===== config.mk =====
export PLATFORM = sky130hd
export DESIGN_NAME = grover_measure
export DESIGN_NICKNAME = d
export VERILOG_FILES = /design/src/rtl/grover_measure.sv
export SDC_FILE = /design/constraint.sdc
export NUM_CORES = 1
export LEC_CHECK = 0
export ABC_AREA = 1
export BUFFER_PORTS_ARGS = -buffer_cell sky130_fd_sc_hd__buf_4
export CAP_MARGIN = 20
export CORE_UTILIZATION = 60
export DETAILED_ROUTE_END_ITERATION = 6
export GPL_TIMING_DRIVEN = 0
export PLACE_DENSITY = 0.82
export SLEW_MARGIN = 20
export SYNTH_ARGS = -nofsm -noshare
export SYNTH_HDL_FRONTEND = slang
export SYNTH_SLANG_ARGS = --single-unit
export TNS_END_PERCENT = 10

===== constraint.sdc =====
create_clock -name clk -period 14.59 [get_ports clk]
set_clock_uncertainty 0.1 [all_clocks]
set_input_delay 2.1885 -clock clk [delete_from_list [all_inputs] [get_ports clk]]
set_output_delay 2.1885 -clock clk [all_outputs]
set_load 0.02 [all_outputs]

===== src/rtl/grover_measure.sv =====
// Grover readout: snapshots eight signed amplitudes, squares and accumulates them
// serially, and reports argmax, its weight, total weight and a target-hit flag.
// Defining GROVER_MEASURE_RAND_EN replaces argmax with an LFSR-driven weighted draw.
module grover_measure #(
  parameter int NUM_BIT        = 3,
  parameter int FIXEDPOINT_BIT = 8
`ifdef GROVER_MEASURE_RAND_EN
  , parameter logic [15:0] LFSR_SEED = 16'hACE1
`endif
) (
  input  logic                                   clk,
  input  logic                                   rst,
  input  logic                                   in_valid,
  input  logic                                   meas_en,
  input  logic [NUM_BIT-1:0]                     target_search,
  input  logic signed [FIXEDPOINT_BIT-1:0]       i0,
  input  logic signed [FIXEDPOINT_BIT-1:0]       i1,
  input  logic signed [FIXEDPOINT_BIT-1:0]       i2,
  input  logic signed [FIXEDPOINT_BIT-1:0]       i3,
  input  logic signed [FIXEDPOINT_BIT-1:0]       i4,
  input  logic signed [FIXEDPOINT_BIT-1:0]       i5,
  input  logic signed [FIXEDPOINT_BIT-1:0]       i6,
  input  logic signed [FIXEDPOINT_BIT-1:0]       i7,
  output logic [NUM_BIT-1:0]                     index,
  output logic [2*FIXEDPOINT_BIT-1:0]            prob,
  output logic [2*FIXEDPOINT_BIT+NUM_BIT-1:0]    total,
  output logic                                   valid,
  output logic                                   busy,
  output logic                                   hit
);

  localparam int SQ_W  = 2 * FIXEDPOINT_BIT;
  localparam int TOT_W = SQ_W + NUM_BIT;
  localparam logic [NUM_BIT-1:0] LAST_CNT = {NUM_BIT{1'b1}};

  typedef enum logic [1:0] {
    IDLE,
    SCAN
`ifdef GROVER_MEASURE_RAND_EN
    , DRAW
`endif
  } state_e;

  state_e state_q, state_d;

  logic signed [FIXEDPOINT_BIT-1:0] snap_q [8];
  logic [NUM_BIT-1:0] target_q;
  logic [NUM_BIT-1:0] cnt_q;
  logic [TOT_W-1:0]   acc_q;
  logic [SQ_W-1:0]    max_sq_q;
  logic [NUM_BIT-1:0] max_idx_q;

  logic [NUM_BIT-1:0] index_q;
  logic [SQ_W-1:0]    prob_q;
  logic [TOT_W-1:0]   total_q;
  logic               hit_q;
  logic               valid_q;

  logic trigger, last, load_snap, scan_en;
  logic signed [SQ_W-1:0] sq_s;
  logic [SQ_W-1:0]    sq;
  logic [TOT_W-1:0]   acc_sum;
  logic               max_upd;
  logic [SQ_W-1:0]    max_sq_nx;
  logic [NUM_BIT-1:0] max_idx_nx;

`ifdef GROVER_MEASURE_RAND_EN
  logic [15:0]        lfsr_q;
  logic [TOT_W-1:0]   thr_q, thr_d;
  logic [TOT_W-1:0]   cum_q, cum_sum;
  logic               found_q, draw_hit, draw_en;
  logic [NUM_BIT-1:0] sel_idx_q, sel_idx_nx;
  logic [SQ_W-1:0]    sel_prob_q, sel_prob_nx;
`endif

  assign trigger = in_valid & meas_en;
  assign last    = (cnt_q == LAST_CNT);

  // Self-multiplication of a signed value is never negative, so the low SQ_W
  // bits are the exact unsigned square (max 16384 for -128).
  assign sq_s       = snap_q[cnt_q] * snap_q[cnt_q];
  assign sq         = sq_s;
  assign acc_sum    = acc_q + TOT_W'(sq);
  assign max_upd    = (sq > max_sq_q);
  assign max_sq_nx  = max_upd ? sq    : max_sq_q;
  assign max_idx_nx = max_upd ? cnt_q : max_idx_q;

`ifdef GROVER_MEASURE_RAND_EN
  assign thr_d       = TOT_W'(({{TOT_W{1'b0}}, lfsr_q} * {16'h0000, acc_sum}) >> 16);
  assign cum_sum     = cum_q + TOT_W'(sq);
  assign draw_hit    = !found_q && (cum_sum > thr_q);
  assign sel_idx_nx  = draw_hit ? cnt_q : sel_idx_q;
  assign sel_prob_nx = draw_hit ? sq    : sel_prob_q;
`endif

  // State register.
  always_ff @(posedge clk) begin
    if (rst) state_q <= IDLE;
    else     state_q <= state_d;
  end

  // Next-state logic.
  // NOTE: every combinational output gets a default first so no path leaves it
  // unassigned, which would otherwise infer a latch.
  always_comb begin
    state_d = state_q;
    unique case (state_q)
      IDLE: if (trigger) state_d = SCAN;
`ifdef GROVER_MEASURE_RAND_EN
      SCAN: if (last) state_d = DRAW;
      DRAW: if (last) state_d = IDLE;
`else
      SCAN: if (last) state_d = IDLE;
`endif
      default: state_d = IDLE;
    endcase
  end

  // Output / control decode.
  always_comb begin
    busy      = (state_q != IDLE);
    load_snap = (state_q == IDLE) && trigger;
    scan_en   = (state_q == SCAN);
`ifdef GROVER_MEASURE_RAND_EN
    draw_en   = (state_q == DRAW);
`endif
  end

  // NOTE: the snapshot is pure data, always written before it is read, so it
  // carries no reset and needs no reset fan-out.
  always_ff @(posedge clk) begin
    if (load_snap) begin
      snap_q[0] <= i0;
      snap_q[1] <= i1;
      snap_q[2] <= i2;
      snap_q[3] <= i3;
      snap_q[4] <= i4;
      snap_q[5] <= i5;
      snap_q[6] <= i6;
      snap_q[7] <= i7;
    end
  end

  // NOTE: sequential state uses non-blocking assignments so every register
  // samples pre-edge values regardless of statement order.
  always_ff @(posedge clk) begin
    if (rst) begin
      target_q  <= '0;
      cnt_q     <= '0;
      acc_q     <= '0;
      max_sq_q  <= '0;
      max_idx_q <= '0;
      index_q   <= '0;
      prob_q    <= '0;
      total_q   <= '0;
      hit_q     <= 1'b0;
      valid_q   <= 1'b0;
`ifdef GROVER_MEASURE_RAND_EN
      thr_q      <= '0;
      cum_q      <= '0;
      found_q    <= 1'b0;
      sel_idx_q  <= '0;
      sel_prob_q <= '0;
`endif
    end else begin
      valid_q <= 1'b0;
      if (load_snap) begin
        target_q  <= target_search;
        cnt_q     <= '0;
        acc_q     <= '0;
        max_sq_q  <= '0;
        max_idx_q <= '0;
      end else if (scan_en) begin
        cnt_q     <= cnt_q + NUM_BIT'(1);
        acc_q     <= acc_sum;
        max_sq_q  <= max_sq_nx;
        max_idx_q <= max_idx_nx;
        if (last) begin
`ifdef GROVER_MEASURE_RAND_EN
          thr_q      <= thr_d;
          cum_q      <= '0;
          found_q    <= 1'b0;
          sel_idx_q  <= '0;
          sel_prob_q <= '0;
`else
          index_q <= max_idx_nx;
          prob_q  <= max_sq_nx;
          total_q <= acc_sum;
          hit_q   <= (max_idx_nx == target_q);
          valid_q <= 1'b1;
`endif
        end
      end
`ifdef GROVER_MEASURE_RAND_EN
      else if (draw_en) begin
        // Second pass: first index whose running cumulative weight exceeds thr.
        cnt_q <= cnt_q + NUM_BIT'(1);
        cum_q <= cum_sum;
        if (draw_hit) begin
          found_q    <= 1'b1;
          sel_idx_q  <= cnt_q;
          sel_prob_q <= sq;
        end
        if (last) begin
          index_q <= sel_idx_nx;
          prob_q  <= sel_prob_nx;
          total_q <= acc_q;
          hit_q   <= (sel_idx_nx == target_q);
          valid_q <= 1'b1;
        end
      end
`endif
    end
  end

`ifdef GROVER_MEASURE_RAND_EN
  // Fibonacci LFSR x^16+x^14+x^13+x^11+1, free-running outside reset.
  always_ff @(posedge clk) begin
    if (rst) lfsr_q <= LFSR_SEED;
    else     lfsr_q <= {lfsr_q[14:0], lfsr_q[15] ^ lfsr_q[13] ^ lfsr_q[12] ^ lfsr_q[10]};
  end
`endif

  assign index = index_q;
  assign prob  = prob_q;
  assign total = total_q;
  assign valid = valid_q;
  assign hit   = hit_q;

endmodule


== Yosys cells after proc, flatten, opt, wreduce, memory -nomap -nowiden ==
Memory sizes are Yosys's and may differ from the RTL's. A register that Yosys moved wholly into a read port is not among the register bits.
Index checks and enable logic that the tools add are counted.

* Bitwise gates (word level): 3
* Muxes and demuxes: 10
* Reductions and logical operators: 7
* Add/subtract/negate cells: 2
* Magnitude comparators: 1
* Eq/ne operators: 5
* Multiply operators: 1

{| class="wikitable"
|+ Operator list
! cell !! number
|-
| adder 19 x 16 -> 19 bit || 1
|-
| greater-than comparator 16 bit || 1
|-
| multiplier 8 x 8 -> 16 bit || 1
|-
| two-way mux 16 bit || 1
|-
| two-way mux 3 bit || 3
|-
| two-way mux 2 bit || 2
|-
| != test 2 bit, second input constant || 2
|-
| case mux 2 bit (2 select lines) || 1
|-
| adder 3 x 1 -> 3 bit, second input constant || 1
|-
| == test 3 bit || 1
|-
| == test 3 bit, second input constant || 1
|-
| two-way mux 1 bit || 3
|-
| AND reduction 3 bit || 1
|-
| OR reduction 3 bit || 1
|-
| == test 2 x 1 -> 1 bit, second input constant || 1
|-
| logical NOT 2 bit || 1
|-
| NOT 1 bit || 2
|-
| AND reduction 2 bit || 1
|-
| nonzero test 2 bit || 1
|-
| OR reduction 2 bit || 1
|-
| bitwise AND 1 bit || 1
|-
| logical AND 1 bit || 1
|}

* Output and inout port bits: 41
* Bits in registers: 86
* Memories kept: 1
* Word-level logic and storage cells: 41
* Memory bits (writable): 64

{| class="wikitable"
|+ Memory list
! name !! depth !! width !! read ports !! clocked after Yosys merged registers in !! write ports !! line !! text
|-
| snap_q || 8 || 8 || 1 || 1 || 8 || 46 || <nowiki>logic signed [FIXEDPOINT_BIT-1:0] snap_q [8];</nowiki>
|}

== Longest topological paths before layout ==
* Word-level depth: 4
* Mapped depth: 43
* Mapped depth without buffers: 42

== Least setup slack after synthesis ==
Ideal clock, no wire load.

* Path kind: flip-flop to flip-flop
* From: register (tool-made name)
* To: register prob_q[2] (netlist: prob[2])
* Path buffers: 3
* Arrival: 6.149 ns
* Cell stages (with the launch flop): 35
* Required time: 14.370 ns
* Path slack: 8.221 ns
* Clock period less this slack: 6.369 ns
* Library setup time: 0.120 ns
* Path through: dfxtp_1 inv_2 buf_2 nor2_1 o22ai_1 inv_1 o21ai_4 inv_2 nor2_1 fa_1 fa_1 inv_1 fa_1 fa_1 inv_1 ha_1 inv_1 o21ai_0 nand3_1 nand2_1 a21oi_1 xor2_1 inv_1 ha_1 nand2_1 nor2_2 inv_2 nor2_4 nand2_1 nand2_2 nand2_2 buf_4 buf_6 o211ai_1 nand2_1

{| class="wikitable"
|+ RTL lines
! element !! line !! text
|-
| to (signal assigned) || 187 || <nowiki>prob_q <= max_sq_nx;</nowiki>
|-
| to (decl) || 54 || <nowiki>logic [SQ_W-1:0] prob_q;</nowiki>
|}

==> metrics.csv <==
stage,metric,value,unit
outcome,status,"finished, violations left",
outcome,violations,design-rule violations,
route,drt-total-wl,22320,µm
critical_path,crit_arrival,7880,ps
grt,antenna_found_initial,0,
synthesis,ys_types,41,
final_layout,antenna_cells,0,
critical_path,crit_type,flop to flop,
clock_tree,clkLatencyLatePin,430,ps
clock_tree,clockRootBuffer,clkbuf_16,
grt,grt_max_degree,31,
die,num_rows,44,
timing,fin_setup_tns,0,ps
worst_hold_path,holdCritPathClass,flop to flop,
die,start_util,62.39,%
critical_path,cp_slowest_cell,fa_1,
route,firstDrtPassIters,7,
timing,slew_headroom,55.25,%
critical_path,cp_max_fo,10,
grt,grt_pass1_vias,7610,
clock_tree,clkTransAtPathRegs,60,ps
route,ant_nets,0,
die,ios,112,
placed_design,portBuffers,111,
clock_tree,cts_tree,yes,
timing,min_period,7669,ps
die,core_area,14700,µm²
synthesis,ys.warnings.count,0,
route,routedWlPerCell,15.78,µm
synthesis,synth.avg_cell_area,8.453,µm²
synthesis,synthFlopType,dfxtp_1,
route,vias,7745,
clock_tree,cts_buffers,17,
die,fp.dieH,125.6,µm
clock_tree,cts_setup_buffers,0,
clock_tree,cts.sinks,152,
worst_hold_path,min_path_cells,2,
critical_path,start_kind,flop,
critical_path,r2r_end,prob[4],
final_layout,drive_above_1_share,16.67,%
critical_path,reg2reg_depth,34,
synthesis,syn_area,9171,µm²
synthesis,yosysSeqAreaShare,40.16,%
clock_tree,cts-hold-fix-buffers,0,
final_layout,multi_input_area,4598,µm²
grt,gr-total-overflow,0,
critical_path,critPathCaptureType,flop,
timing,rsz0062_at_grt,no,
final_layout,layout.nets,1390,
timing,max_slew.worst_pin.slew,671.2,ps
worst_hold_path,min_from,total[13],
placed_design,routabilityCongestion,0.9494,
route,drcViolationCount,5,
final_layout,regArea,3684,µm²
timing,finalCritPeriodShare,52.56,%
die,die_w,125.6,µm
clock_tree,cts_resized,0,
clock_tree,clk_path_buf_depth,2,
critical_path,cp_slowest_stage_delay,610,ps
timing,fmax,130.4,MHz
grt,grt_use_total,29.94,%
critical_path,cp_common_cell,inv_1,
synthesis,syn_nets,1258,
critical_path,cp.required,14800,ps
route,drtIter0Drc,550,
route,routed_via_density,5.477,
timing,slew_violations,0,
worst_hold_path,hold_end,total[13],
critical_path,r2r_setup_slack,6920,ps
synthesis,synthCells,1085,
synthesis,synth_edf_count,64,
timing,setup_violations,0,
final_layout,area_growth,17.95,%
synthesis,ys_async_sr_fraction,0,%
synthesis,synth-seq-cells,152,
run,cap_violations,0,
die,die-area,15780,µm²
timing,hold_viol,0,
final_layout,nFillCells,1086,
grt,grt_pass1_wl,36400,µm
placed_design,dp_hpwl,16650,µm
clock_tree,htree_levels,4,
[worst max-delay path, delay by kind of cell (launching register included)]
kind	cells	cell delay (ps)
and+or+nand+nor	9	1090
AOI/OAI and AO/OA	8	1340
DFF	1	420
buffers and inverters	10	1400
adders and majority gates	6	2830
xor gates and xnor gates	1	330
[state kept, by name, summed over array words and instances, names as in the netlist, named ones only]
signal and flops:
acc_q 19, cnt_q 3, hit 1, index 3, max_idx_q 3, max_sq_q 16, prob 16, snap_q 64
state_q 1, target_q 3, total 19, valid 1
[layout make-up]
type	instances	area share [%]
repair buffers	113	8.142
flip-flops and latches	152	34.05
clock buffers	17	3.932
clock inverters	15	0.9484
plain buffers	29	1.527
multi-input cells	709	42.51
well taps	184	2.128
inverters	195	6.766
[how the worst max path moves through the flow]
stage | to | startpoint | slack (ps)
floorplan | prob[2] | flop | 8220
global placement | flop | in_valid | 6600
detailed placement | prob[4] | flop | 7010
CTS | prob[4] | flop | 6990
global route | prob[5] | flop | 6300
finish | prob[4] | flop | 6920
[cell usage in the layout (no fill, tap or decap), types with 4 or more instances in the layout]
master,n
a211oi_2,5
a21oi_1,68
a22o_1,4
buf_2,11
buf_4,116
clkbuf_1,6
clkbuf_16,17
clkinv_1,7
clkinvlp_4,4
dfxtp_1,88
edfxtp_1,64
fa_1,43
ha_1,59
inv_1,175
inv_2,17
nand2_1,192
nand3_1,48
nor2_1,100
nor2_2,5
nor2_4,4
nor3_1,5
o211ai_1,9
o21ai_0,77
o21ai_1,19
o21bai_1,4
o22ai_1,14
xnor2_1,9
xor2_1,16
[Yosys cell counts (6+ instances only)]
cell / n / area share [%]
nand2_1: 192 / 7.9
inv_1: 175 / 7.2
nor2_1: 101 / 4.1
dfxtp_1: 88 / 19
o21ai_0: 77 / 4.2
a21oi_1: 68 / 3.7
edfxtp_1: 64 / 21
ha_1: 59 / 8.0
nand3_1: 48 / 2.6
fa_1: 43 / 9.4
o21ai_1: 19 / 1.0
inv_2: 17 / 0.70
xor2_1: 16 / 1.5
o22ai_1: 14 / 0.95
buf_2: 11 / 0.60
o211ai_1: 9 / 0.74
xnor2_1: 9 / 0.86
clkbuf_1: 6 / 0.25
[layer usage]
| metal | track usage (%) | wire [µm] | vias to the layer above |
|---|---|---|---|
| met5 | 0 | 0 | - |
| met4 | 12.41 | 572 | 0 |
| met3 | 4.376 | 1139 | 41 |
| met2 | 52.78 | 11230 | 253 |
| met1 | 36.84 | 9379 | 3670 |
| li1 | - | - | 3781 |
[kinds of logic (layout without fill, tap and decap cells)]
group,count (synthesis),after routing,share of synthesized area (%)
AOI/OAI and AO/OA,218,218,13.79
xor gates and xnor gates,25,25,2.387
adders and majority gates,102,102,17.44
buffers and inverters,224,369,9.782
DFF,152,152,40.16
and+or+nand+nor,364,364,16.44
[stage by stage]
stage	cells	hold slack, ps	utilization [%]	instance area [µm²]	worst slack [ps]
2_1_floorplan	1085	345.3	-	9171	8221
3_3_place_gp	1380	339.1	69.63	10230	6604
3_5_place_dp	1382	340.0	70.00	10290	7012
4_1_cts	1414	353.7	73.60	10820	6988
5_1_grt	1414	372.2	73.60	10820	6296
6_report	1414	351.2	73.60	10820	6921
Power is left out: the tool's default activity adds up to more than one toggle a clock period on the data nets, which glitch-free logic cannot reach.
